## src/rtl/timer_mc.sv

```systemverilog
`default_nettype none
// ============================================================================
// timer_mc : shared prescaler feeding NUM_CH compare channels, level IRQ out
// Rev 1.0
// ============================================================================
module timer_mc #(
   parameter int NUM_CH  = 4,
   parameter int COUNT_W = 32,
   parameter int PRESC_W = 11
) (
   input  logic        clk_i,
   input  logic        reset,
   input  logic        stall_i,
   input  logic        chipselect,
   input  logic        read,
   input  logic        write,
   input  logic [4:0]  address,
   input  logic [31:0] writedata,
   output logic [31:0] readdata,
   output logic        intr_o
);
   localparam logic [1:0] C_OFF_CTRL  = 2'd0;
   localparam logic [1:0] C_OFF_COUNT = 2'd1;
   localparam logic [1:0] C_OFF_CMP   = 2'd2;
   localparam logic [1:0] C_OFF_STAT  = 2'd2;
   localparam logic [1:0] C_OFF_IRQEN = 2'd3;
   localparam logic [1:0] C_OFF_GCTRL = 2'd1;
   localparam logic [1:0] C_OFF_PRESC = 2'd0;

   logic [PRESC_W-1:0] presc_q, presc_d;
   logic [PRESC_W-1:0] div_q, div_d;
   logic               gen_q, gen_d;
   logic               tick_q, tick_d;
   logic [NUM_CH-1:0]  status_q, status_d;
   logic [NUM_CH-1:0]  irq_en_q, irq_en_d;
   logic [NUM_CH-1:0]  ch_en_q, ch_en_d;
   logic [NUM_CH-1:0]  oneshot_q, oneshot_d;
   logic [COUNT_W-1:0] count_q [NUM_CH];
   logic [COUNT_W-1:0] count_d [NUM_CH];
   logic [COUNT_W-1:0] cmp_q [NUM_CH];
   logic [COUNT_W-1:0] cmp_d [NUM_CH];
   logic [31:0]        readdata_q, readdata_d;

   logic               wr_en;
   logic               rd_en;
   logic [2:0]         slot;
   logic [1:0]         offs;
   logic [NUM_CH-1:0]  ch_sel;
   logic [NUM_CH-1:0]  event_w;
   logic [31:0]        rdata_w;

   assign wr_en = chipselect & write;
   assign rd_en = chipselect & read;
   assign slot  = address[4:2];
   assign offs  = address[1:0];

   // Slot 0 holds the global registers; channel n lives in slot n+1.
   always_comb begin
      ch_sel = '0;
      for (int n = 0; n < NUM_CH; n++) begin
         ch_sel[n] = (slot == 3'(n + 1));
      end
   end

   // Divider wraps on >= so a PRESC lowered mid-count cannot run away.
   always_comb begin
      div_d  = '0;
      tick_d = 1'b0;
      if (gen_q) begin
         div_d  = (div_q >= presc_q) ? '0 : div_q + PRESC_W'(1);
         tick_d = (div_q == presc_q) & ~stall_i;
      end
   end

   always_comb begin
      ch_en_d   = ch_en_q;
      oneshot_d = oneshot_q;
      event_w   = '0;
      for (int n = 0; n < NUM_CH; n++) begin
         count_d[n] = count_q[n];
         cmp_d[n]   = cmp_q[n];
         if (tick_q && ch_en_q[n] &&
             !(wr_en && ch_sel[n] && (offs == C_OFF_CTRL || offs == C_OFF_COUNT))) begin
            if (cmp_q[n] == '0) begin
               count_d[n] = '0;
            end else if (count_q[n] == cmp_q[n]) begin
               count_d[n] = '0;
               event_w[n] = 1'b1;
               if (oneshot_q[n]) begin
                  ch_en_d[n] = 1'b0;
               end
            end else begin
               count_d[n] = count_q[n] + COUNT_W'(1);
            end
         end
         if (wr_en && ch_sel[n]) begin
            case (offs)
               C_OFF_CTRL: begin
                  ch_en_d[n]   = writedata[0];
                  oneshot_d[n] = writedata[1];
               end
               C_OFF_COUNT: count_d[n] = writedata[COUNT_W-1:0];
               C_OFF_CMP:   cmp_d[n]   = writedata[COUNT_W-1:0];
               default: ;
            endcase
         end
      end
   end

   // A flag raised this cycle survives a simultaneous W1C.
   always_comb begin
      presc_d  = presc_q;
      gen_d    = gen_q;
      irq_en_d = irq_en_q;
      status_d = status_q;
      if (wr_en && slot == 3'd0) begin
         case (offs)
            C_OFF_PRESC: presc_d  = writedata[PRESC_W-1:0];
            C_OFF_GCTRL: gen_d    = writedata[0];
            C_OFF_STAT:  status_d = status_q & ~writedata[NUM_CH-1:0];
            C_OFF_IRQEN: irq_en_d = writedata[NUM_CH-1:0];
            default: ;
         endcase
      end
      status_d = status_d | event_w;
   end

   always_comb begin
      rdata_w = '0;
      if (slot == 3'd0) begin
         case (offs)
            C_OFF_PRESC: rdata_w[PRESC_W-1:0] = presc_q;
            C_OFF_GCTRL: rdata_w[0]           = gen_q;
            C_OFF_STAT:  rdata_w[NUM_CH-1:0]  = status_q;
            C_OFF_IRQEN: rdata_w[NUM_CH-1:0]  = irq_en_q;
            default: ;
         endcase
      end else begin
         for (int n = 0; n < NUM_CH; n++) begin
            if (ch_sel[n]) begin
               case (offs)
                  C_OFF_CTRL: begin
                     rdata_w[0] = ch_en_q[n];
                     rdata_w[1] = oneshot_q[n];
                  end
                  C_OFF_COUNT: rdata_w[COUNT_W-1:0] = count_q[n];
                  C_OFF_CMP:   rdata_w[COUNT_W-1:0] = cmp_q[n];
                  default: ;
               endcase
            end
         end
      end
      readdata_d = rd_en ? rdata_w : readdata_q;
   end

   always_ff @(posedge clk_i or posedge reset) begin
      if (reset) begin
         presc_q    <= '0;
         div_q      <= '0;
         gen_q      <= 1'b0;
         tick_q     <= 1'b0;
         status_q   <= '0;
         irq_en_q   <= '0;
         ch_en_q    <= '0;
         oneshot_q  <= '0;
         readdata_q <= '0;
         for (int n = 0; n < NUM_CH; n++) begin
            count_q[n] <= '0;
            cmp_q[n]   <= '0;
         end
      end else begin
         presc_q    <= presc_d;
         div_q      <= div_d;
         gen_q      <= gen_d;
         tick_q     <= tick_d;
         status_q   <= status_d;
         irq_en_q   <= irq_en_d;
         ch_en_q    <= ch_en_d;
         oneshot_q  <= oneshot_d;
         readdata_q <= readdata_d;
         for (int n = 0; n < NUM_CH; n++) begin
            count_q[n] <= count_d[n];
            cmp_q[n]   <= cmp_d[n];
         end
      end
   end

   assign readdata = readdata_q;
   assign intr_o   = |(status_q & irq_en_q);

endmodule
`default_nettype wire

```

## config.mk

```make
export PLATFORM = sky130hd
export DESIGN_NAME = timer_mc
export DESIGN_NICKNAME = d
export VERILOG_FILES = /design/src/rtl/timer_mc.sv
export SDC_FILE = /design/constraint.sdc
export NUM_CORES = 1
export LEC_CHECK = 0
export CORE_MARGIN = 3
export CORE_UTILIZATION = 40
export CTS_CLUSTER_SIZE = 28
export DETAILED_ROUTE_END_ITERATION = 10
export GPL_ROUTABILITY_DRIVEN = 0
export PLACE_DENSITY = 0.61
export SETUP_SLACK_MARGIN = 0.2
export SLEW_MARGIN = 30
export SYNTH_ARGS = -nofsm -noshare
export SYNTH_HDL_FRONTEND = slang
export SYNTH_SLANG_ARGS = --single-unit
export TNS_END_PERCENT = 5
```

## constraint.sdc

```tcl
create_clock -name clk_i -period 12.45 [get_ports clk_i]
set_input_delay 3.1125 -clock clk_i [delete_from_list [all_inputs] [get_ports clk_i]]
set_output_delay 3.1125 -clock clk_i [all_outputs]
set_load 0.01 [all_outputs]
```

==> results.toml, run 1 <==
[worst_hold_path]
hold_path_class = "reg -> reg"
min_path_cells = 2
hold_end = "readdata[19]"
hp-start = "readdata[19]"

[routing]
firstDrtPassIters = 9
vias = 17820
drc = 0
wl_per_cell_um = 26.74
viasPerCell = 6.528
ant_nets = 0
drt_wl_total_um = 73010
initialDrtViolationCount = 2472

[clock_network]
clk_pin_slew_ps = 60
cts_buffers = 39
clockBufferDepth = 3
cts_tree = "done"
cts_hold_buffers = 0
post_cts_buffers = 0
cts-root-buf = "clkbuf_16"
cts.repair.resized = 0
clk_latency_ps = 570
htreeDepth = 2
clock_sinks = 328

[logic_synthesis]
synth.area.top_cells = "dfrtp_1 42%, mux2_2 8.7%, xnor2_1 7.7%"
yosysWarnings = 0
yosysSeqAreaShare_pct = 41.57
synthArstFlopShare_pct = 100.0
synth_nets = 2143
syn_area_per_cell_sq_um = 9.502
yosysMostFrequentCell = "dfrtp_1"
yosysTopAreaCellShare_pct = 41.57
netlist_area_sq_mm = 0.01975
yosys-top-cells-count = "328 x dfrtp_1, 182 x nand2_1, 173 x xnor2_1"
yosys.area.top_type = "dfrtp_1"
synth_cell_types = 70
synthFlopType = "dfrtp_1"
ys_ff_latch = 328
synth-edff-count = 0
netlist_instances = 2078

[finish]
diodes = 0
multi_input_area_sq_mm = 0.01079
post-route-util_pct = 46.43
ff_latch_area_sq_mm = 0.008208
fillers = 4571
nNetsFinal = 2110
syn_to_final_growth_pct = 13.45
drive_above_1_share_pct = 13.55

[power_and_ir_drop]
leakagePower_nw = 8.601
p_per_area_mw_per_mm2 = 146.3
vdd_drop_max_v = 0.00009530

[sta]
fmax_mhz = 154.2
setup_ws_ps = 5966
worst_pin_slew_ps = 1009
relSlewSlack_pct = 32.58
grt_setup_unrepaired = "no"
hold_viol = 0
fin_skew_ps = 25.14
fin_crit_ps = 6484
setup_violations = 0
report.final.slew_viol_count = 0
setup_tns_ps = 0
post-route-period-util_pct = 52.08

[floorplanning]
boundaryPins = 76
initial_core_util_pct = 40.93
fp.dieH_um = 228.2
dieArea_sq_mm = 0.05206
die_x_um = 228.2
core_sq_mm = 0.04825
fp-row-count = 80

[global_route]
grt_first_pass_wirelength_um = 110400
antenna_found_initial = 6
grt_overflow_total = 0
grt.total_usage_pct = 27.33
grt_pass1_vias = 17060
grt_max_degree = 129

[worst_setup_path]
rr_startpoint = "count_q[92]"
timing.rr.end = "count_q[69]"
crit_slowest_cell = "nor2_1"
worstSetupStartpointType = "input pin"
cp_cell_sequence = "clkdlybuf4s50_1 -> inv_1 -> ha_1 -> nor2_1 -> o41ai_2 -> buf_4 -> o21bai_1 -> a21oi_1 -> nand4bb_1 -> a31oi_1"
max_stage_delay_ps = 830
worstSetupStartpoint = "address[0]"
cp_max_fo = 31
path_class = "in -> reg"
arrival_ps = 6960
critPathRequiredTime_ps = 12920
reg2reg_depth = 7
crit_family = "compound AO/OA/AOI/OAI gates"
path_buf_inv = 3
r2r_slack_ps = 9460
cp-end-kind = "flop"

[outcome]
outcome = "finished clean"

[placed_design]
place_ws_ps = 5441
io_buffers = 75
dp_hpwl_um = 49990

[flow_run]
drv_cap = 0
power breakdown:
part           leakage, nW  internal (mW)  switching [mW]
clock                0.679          0.757           0.482
sequential            4.25           1.20           0.227
combinational         3.67          0.285           0.327
total                 8.60           2.24            1.04
metrics by stage:
step | hold slack, ps | area (sq um) | cells | power [mW]
2_1_floorplan | 478.5 | 19750 | 2078 | 1.787
3_3_place_gp | 464.3 | 20970 | 2659 | 2.022
3_5_place_dp | 473.0 | 20990 | 2659 | 2.035
4_1_cts | 486.1 | 22360 | 2729 | 3.276
5_1_grt | 521.4 | 22400 | 2730 | 3.400
6_report | 476.3 | 22400 | 2730 | 3.278
cells by family (layout without fill, tap and decap cells):
logic type | after synthesis | count (layout) | synth area share, %
and+or+nand+nor | 638 | 638 | 16.09
AOI/OAI and AO/OA | 490 | 490 | 17.99
DFF | 328 | 328 | 41.57
buffers and inverters | 224 | 220 | 4.334
xor gates and xnor gates | 221 | 221 | 9.803
muxes | 155 | 155 | 8.821
adders and majority gates | 22 | 22 | 1.394
tightest hold or removal path, stage by stage (launching register included):
cell and delay (ps):
dfrtp_1 340, nand2_1 40, o21ai_0 60
metal layers:
metal,track usage [%],vias to the layer above,routed length [um]
li1,-,7699,-
met1,37.97,8885,30180
met2,41.69,1021,32670
met3,4.815,216,6564
met4,12.39,0,3593
met5,0,-,0
cells in the final DEF (no fill, tap or decap), types with 10 or more instances in the layout:
cell             count
dfrtp_1            328
nand2_1            179
xnor2_1            173
mux2_2             152
nor2_1             129
nand4_1             78
clkdlybuf4s50_1     75
a21oi_1             73
nand3_1             70
a22oi_1             69
nor4_1              62
o21ai_0             59
o31ai_1             50
xor2_1              48
clkbuf_16           40
inv_1               38
o22ai_1             36
nor3_1              34
buf_4               33
a221oi_1            30
a221o_1             29
a32oi_1             25
a22o_1              23
o221ai_1            20
ha_1                20
a211oi_1            16
and3_1              14
and2_1              11
a31oi_1             11
and4_1              10
final cells by class:
| type | count | share of cell area [%] |
|---|---|---|
| clock buffer | 54 | 5.016 |
| clock inverter | 16 | 1.112 |
| inverter | 39 | 0.7094 |
| multi-input combinational | 1526 | 48.18 |
| sequential | 328 | 36.64 |
| tap | 656 | 3.664 |
| timing repair buffer | 111 | 4.681 |
state kept, by name (all words and copies together) (netlist names):
register	count
oneshot_q	4
presc_q	11
irq_en_q	4
readdata	32
status_q	4
count_q	128
ch_en_q	4
cmp_q	128
gen_q	1
div_q	11
tick_q	1
worst max-delay path by stage:
| stage | endpoint | slack, ps | depth (start not counted) |
|---|---|---|---|
| 6_report | count_q[90] | 5970 | 10 |
| 5_1_grt | count_q[90] | 5710 | 10 |
| 4_1_cts | count_q[90] | 6020 | 10 |
| 3_5_place_dp | count_q[90] | 5440 | 10 |
| 3_3_place_gp | count_q[90] | 5500 | 10 |
| 2_1_floorplan | ch_en_q[0] | 250 | 1 |
No activity file was read; power rests on OpenSTA's default activity.
==> run 2, diff against run 1 <==
clock period = 5.6 ns   (was 12.45 ns; I/O delays follow)
==> run 2 against run 1 <==
Effect of this change:
- combinational power is 120% higher
- cell count up 0.33%
- non-clock buffer count increased by 9
- cell area is 0.25% higher
- largest power group unchanged
- highest routed layer is now met5
==> results.toml, run 2 (same netlist as run 1, synthesis figures left out) <==
[global_route]
antenna_found_initial = 3
grt_pass1_vias = 17000
grt_max_degree = 171
grt_first_pass_wirelength_um = 108400
grt.total_usage_pct = 26.87
grt_overflow_total = 0

[sta]
holdWs_ps = 479.9
report.final.slew_viol_count = 0
setup_violations = 0
relSlewSlack_pct = 34.66
fin_skew_ps = 29.99
hold_viol = 0
setup_tns_ps = 0
worst_pin_slew_ps = 976.5
setup_ws_ps = 1551
fin_crit_ps = 4049
post-route-period-util_pct = 72.30
fmax_mhz = 247.0
grt_setup_unrepaired = "no"

[worst_setup_path]
reg2reg_depth = 7
rr_startpoint = "count_q[98]"
path_class = "in -> reg"
worstSetupStartpoint = "address[3]"
arrival_ps = 4510
r2r_slack_ps = 2550
cp-end-kind = "flop"
worstSetupStartpointType = "input pin"
cp_max_fo = 32
timing.rr.end = "count_q[104]"
setup.worst_path.end = "count_q[109]"
critPathRequiredTime_ps = 6060

[clock_network]
clockBufferDepth = 3
cts-root-buf = "clkbuf_16"
cts_tree = "done"
clock_sinks = 328
clk_pin_slew_ps = 60
htreeDepth = 2
cts.repair.resized = 0
clk_latency_ps = 570
cts_hold_buffers = 0
post_cts_buffers = 0
cts_buffers = 39

[floorplanning]
fp-row-count = 80
fp.dieH_um = 228.2
dieArea_sq_mm = 0.05206
initial_core_util_pct = 40.93
boundaryPins = 76
die_x_um = 228.2
core_sq_mm = 0.04825

[power_and_ir_drop]
vdd_drop_max_v = 0.0002098
p_per_area_mw_per_mm2 = 322.0
leakagePower_nw = 8.609
total_power_mw = 7.231

[finish]
final_cell_mix = "328 x dfrtp_1, 181 x nand2_1, 173 x xnor2_1, 152 x mux2_2, 129 x nor2_1"
syn_to_final_growth_pct = 13.73
final_area_sq_mm = 0.02246
drive_above_1_share_pct = 13.63
nNetsFinal = 2119
diodes = 0
final_common_cell = "dfrtp_1"
fin_cells = 2739
post-route-util_pct = 46.55
fillers = 4604

[routing]
drt_wl_total_um = 72420
wl_per_cell_um = 26.44
firstDrtPassIters = 7
vias = 17680
viasPerCell = 6.456
initialDrtViolationCount = 2224
ant_nets = 0
drc = 0

[placed_design]
post_dp_cell_area_sq_mm = 0.02109
io_buffers = 75
place_ws_ps = 988.7
dp_hpwl_um = 51550
placed_cells = 2667

[outcome]
outcome = "finished clean"

[worst_hold_path]
hold_path_class = "reg -> reg"

[flow_run]
drv_cap = 0
[run 2: cell types whose count changed in the layout (fill, tap and decap cells not counted), moves of 2 or more]
cell and delta:
buf_12 +4, buf_4 +6, clkbuf_1 +4, clkbuf_8 -2
clkinv_2 -3, clkinvlp_4 +4, nand2_1 +2, nand2_2 -2
[run 2: how the worst min path moves through the flow]
stage | from | end | slack (ps) | depth (start not counted)
finish | readdata[26] | readdata[26] | 480 | 2
global route | readdata[26] | readdata[26] | 510 | 2
CTS | readdata[1] | readdata[1] | 490 | 2
detailed placement | readdata[1] | readdata[1] | 470 | 2
global placement | readdata[1] | readdata[1] | 470 | 2
floorplan | status_q[1] | status_q[1] | 480 | 1
[run 2: critical path, cell delays in order]
cell and delay, ps:
clkdlybuf4s50_1 870, or3b_2 280, buf_4 350, o311a_1 790, nand2_1 220, nor4_1 290
xnor2_1 100, o31ai_1 190
[run 2: area by class of cell]
cell class,instances,area [sq um],area share [%]
multi-input combinational,1526,10790,48.03
sequential,328,8208,36.55
timing repair buffer,120,1162,5.176
clock buffer,56,1111,4.948
tap,656,820.8,3.655
clock inverter,14,217.7,0.9695
inverter,39,150.1,0.6686
[run 2: power breakdown]
| part | leakage, nW | total (mW) | switching, mW | internal, mW |
|---|---|---|---|---|
| Sequential | 4.25 | 3.20 | 0.534 | 2.67 |
| Clock | 0.640 | 2.68 | 1.07 | 1.62 |
| Combinational | 3.72 | 1.35 | 0.706 | 0.639 |
| Total | 8.61 | 7.23 | 2.31 | 4.92 |
[run 2: metal layers]
layer  GRT usage [%]  routed length, um  vias to the layer above
li1                -                  -                     7720
met1           36.90              29760                     8773
met2           41.79              32560                     1011
met3           4.678               6909                      176
met4           11.60               3170                        2
met5               0                 18                        -
==> edit 1: new RTL, settings of run 1 <==
`PRESC_W`: 11 -> 9.
--- a/src/rtl/timer_mc.sv
+++ b/src/rtl/timer_mc.sv
@@ -8,3 +8,3 @@
    parameter int COUNT_W = 32,
-   parameter int PRESC_W = 11
+   parameter int PRESC_W = 9
 ) (
Behaviour: not the same (Yosys sat finds a counterexample within 4 cycles, from zero or initial values and one cycle with reset high).
==> edit 1 against run 1 <==
Setup slack lost 0.22 ns; final area shrank 2.5%; highest routed layer unchanged; largest cell class unchanged; sequential cell count shrank 4; power shrank 0.94%; routed wire length shrank 2.9%; hold slack gained 0.054 ns; synthesized area shrank 1.7%; clock power shrank 5%; clock skew shrank 0.0013 ns.
==> edit 1: results (changes against run 1) <==
| Metric | Value |
|---|---|
| Status | `complete, no violations (unchanged)` |
| Pre-CTS setup slack | `5.31 ns (was 5.44 ns)` |
| Tot GR Track Use | `27.4% (was 27.3%)` |
| Drt total wl | `70,900 um (was 73,000 um)` |
| CP peak stage delay | `0.74 ns (was 0.83 ns)` |
| Placed Area | `20,500 sq um (was 21,000 sq um)` |
| Met3 Wirelength | `7470 um (was 6560 um)` |
| Worst hold endpoint | `readdata[10] (was readdata[19])` |
| Mux cell area share after synthesis | `8.81% (was 8.82%)` |
| Area of the multi-input gates | `10,600 sq um (was 10,800 sq um)` |
| R2R Path End | `count_q[10] (was count_q[69])` |
| Post-Syn Nets | `2,109 (was 2,143)` |
| Post-synthesis adder-cell area fraction | `1.29% (was 1.39%)` |
| Min-delay src | `readdata[10] (was readdata[19])` |
| First-pass GRT wire length | `105,000 um (was 110,000 um)` |
| Largest net degree at the start of global routing | `123 (was 129)` |
| Synth Area in Compound Gates | `17.6% (was 18.0%)` |
| Synth Area in XOR/XNOR | `10.4% (was 9.80%)` |
| Delay-heaviest family, CP | `buffers and inverters (was compound AO/OA/AOI/OAI gates)` |
| Num CTS Buffers | `37 (was 39)` |
| Synth cell count leaders | `dfrtp_1, a21oi_1, xnor2_1 (was dfrtp_1, nand2_1, xnor2_1)` |
| Non-Filler Instances | `2,667 (was 2,730)` |
| Worst skew pair latency | `0.55 ns (was 0.57 ns)` |
| Placed cell count | `2,600 (was 2,659)` |
| Metal-1 WL | `29,800 um (was 30,200 um)` |
| Post-route minimum period | `6.71 ns (was 6.48 ns)` |
| CP Max Fanout | `70 (was 31)` |
| Synth cell types | `73 (was 70)` |
| WL met2 | `30,300 um (was 32,700 um)` |
| CP max stage cell | `buf_4 (was nor2_1)` |
| Drt pass-1 iters | `8 (was 9)` |
| Worst reg2reg setup slack | `9.56 ns (was 9.46 ns)` |
| Crit path launch | `address[1] (was address[0])` |
| Fillcell total | `4,539 (was 4,571)` |
-- edit 1: changes by cell type in the layout (fill, tap and decap cells not counted), sizes merged, moves of 17 or more --
cell,before,now
o31ai,51,25
a221o,29,3
nand2,182,160
a32oi,25,3
a22oi,69,87
nand3,70,53
xor2,48,66
o221ai,20,0
a21oi,75,165
-- edit 1: power breakdown --
| part | switching (uW) | leakage, uW | internal (uW) |
|---|---|---|---|
| sequential | 243 | 0.00417 | 1200 |
| combinational | 326 | 0.00371 | 300 |
| clock | 467 | 0.000628 | 713 |
| total | 1040 | 0.00851 | 2210 |
-- edit 1: routing by layer --
metal,track usage (%),vias up
met5,0,-
met3,6.20,152
li1,-,7502
met2,40.0,899
met1,39.1,8675
met4,11.4,0
-- edit 1: cell type report --
class                   count  share of cell area, %
multi-input cells        1534                   48.6
flip-flops and latches    324                   37.1
clock buffers              52                   4.97
repair buffers             99                   4.31
well taps                 615                   3.52
clock inverters            13                  0.928
inverters                  28                  0.538
diodes                      2                 0.0229
==> edit 2: new RTL, settings of run 1 <==
Made on the original files. Take the reset off `readdata_q` and load it in a clocked block of its own.
--- a/src/rtl/timer_mc.sv
+++ b/src/rtl/timer_mc.sv
@@ -165,3 +165,2 @@
          oneshot_q  <= '0;
-         readdata_q <= '0;
          for (int n = 0; n < NUM_CH; n++) begin
@@ -179,3 +178,2 @@
          oneshot_q  <= oneshot_d;
-         readdata_q <= readdata_d;
          for (int n = 0; n < NUM_CH; n++) begin
@@ -185,2 +183,6 @@
       end
+   end
+
+   always_ff @(posedge clk_i) begin
+      readdata_q <= readdata_d;
    end
Check against the original RTL: differs if reset is asserted again (counterexample within 4 cycles, from zero or initial values and one cycle with reset high); with reset held inactive, the same outputs for 4 cycles.
==> edit 2 against run 1 <==
The flow now finishes with violations (DRC); global-route usage is 0.60 points higher; sequential cell count stayed put; synthesized cell count is 3.4% lower; first-iteration DRC count is 13% lower; setup slack worse by 0.047 ns; routed wire length is 0.78% lower; die area is 0.76% lower; synthesized area is 0.79% lower; final area is 2.3% lower; count of clock-buffer cells in the layout is 4 lower; power is 2.9% lower; combinational power is 9.3% lower; critical path type unchanged; largest cell class unchanged; largest power group unchanged.
==> edit 2: results (changes against run 1) <==
| Metric | Value |
|---|---|
| Number of global-route vias before repair | `16,000 (was 17,100)` |
| Post-synth EDFFs | `32 (was 0)` |
| Tot GR Track Use | `27.9% (was 27.3%)` |
| Synth top area cells | `dfrtp_1, mux2_2, xnor2_1, edfxtp_1, xor2_1 (was dfrtp_1, mux2_2, xnor2_1, nand2_1, clkbuf_1)` |
| CP Max Fanout | `79 (was 31)` |
| Initial antenna violation count | `3 (was 6)` |
| Synth cell types | `87 (was 70)` |
| Worst reg2reg setup slack | `9.62 ns (was 9.46 ns)` |
| HPWL after DPL | `50,600 um (was 50,000 um)` |
| Failing checks | `DRC` |
| Register area share after synthesis | `42.7% (was 41.6%)` |
| Worst vdd ir | `0.000115 V (was 0.0000953 V)` |
| Status | `complete, but fails checks (was complete, no violations)` |
| Drt total wl | `72,400 um (was 73,000 um)` |
| Fraction of registers with async set/reset | `90.2% (was 100%)` |
| Post-Syn Nets | `2,072 (was 2,143)` |
| Synth cell count leaders | `dfrtp_1, nand2_1, nor2_1 (was dfrtp_1, nand2_1, xnor2_1)` |
| Skew final | `0.0337 ns (was 0.0251 ns)` |
| Drt pass-1 iters | `9 (unchanged)` |
| Nets | `2,042 (was 2,110)` |
| Largest net degree at the start of global routing | `115 (was 129)` |
| Crit path DAT | `6.97 ns (was 6.96 ns)` |
| Seq power | `1450 uW` |
| Max_slew headroom | `33.5% (was 32.6%)` |
| Min-delay src | `irq_en_q[2] (was readdata[19])` |
| NetSw | `1010 uW (was 1040 uW)` |
| P_clk | `1180 uW (was 1240 uW)` |
| Lkg Pwr | `0.00851 uW (was 0.00860 uW)` |
| Worst hold endpoint | `irq_en_q[2] (was readdata[19])` |
| First-pass GRT wire length | `107,000 um (was 110,000 um)` |
| Worst R2R Path Depth | `6 (was 7)` |
| Post-CTS resize count | `0 (unchanged)` |
| Num CTS Buffers | `37 (was 39)` |
| Syn Area/Cell | `9.76 sq um (was 9.50 sq um)` |
| WL/cell | `27.6 um (was 26.7 um)` |
| # DRC | `2 (was 0)` |
| Layout cells sized above 1 | `13.5% (about the same)` |
| First DRT Iteration DRCs | `2,148 (was 2,472)` |
| Worst r2r src | `count_q[65] (was count_q[92])` |
| Hold path depth | `1 (was 2)` |
| Placed cell count | `2,553 (was 2,659)` |
## edit 2: layer usage
| layer | up-vias | global-route usage [%] | routed length [um] |
|---|---|---|---|
| met2 | 1030 | 39.9 | 30200 |
| met5 | - | 0 | 14 |
| met3 | 150 | 7.26 | 8310 |
| met1 | 8430 | 40.3 | 30800 |
| met4 | 2 | 11.1 | 3110 |
| li1 | 7377 | - | - |
## edit 2: through the flow
step	area, sq um	utilization (%)	worst slack [ns]	hold slack (ns)
after global placement	20600	42.8	5.42	0.517
after detailed placement	20600	42.9	5.43	0.521
final	21900	45.6	5.92	0.539
after global routing	21900	45.6	5.73	0.552
after floorplan	19600	-	1.16	0.479
after CTS	21900	45.5	6.02	0.536
## edit 2: critical path, cell delays in order
cell and delay, ns:
clkdlybuf4s50_1 0.51, inv_1 0.20, ha_4 0.77, buf_4 0.70, nor2_1 0.25, o41a_1 0.50, o21a_1 0.46, o31ai_1 0.38
## edit 2: cell type report
type	instances	area, sq um
fillers	4522	26200
multi-input cells	1482	10400
flip-flops and latches	328	8370
clock buffers	50	1060
repair buffers	97	916
well taps	615	769
clock inverters	17	224
inverters	31	124
diodes	1	2.50
## edit 2: kinds of logic after synthesis
logic type,synth area share (%)
AO/OA/AOI/OAI,16.4
XOR/XNOR,10.4
adder cells (fa/ha/maj),1.41
buffers and inverters,4.39
flip-flops,42.7
multiplexers,8.02
AND/OR/NAND/NOR,16.7
## edit 2: worst max path at each step
stage                     startpoint          end  depth (start not counted)
after floorplan                reset   ch_en_q[0]                          1
after global placement    address[0]  count_q[72]                          9
after detailed placement  address[1]  count_q[20]                          8
after CTS                 address[1]  count_q[20]                          8
after global routing      address[1]   count_q[5]                          8
final                     address[1]  count_q[20]                          8
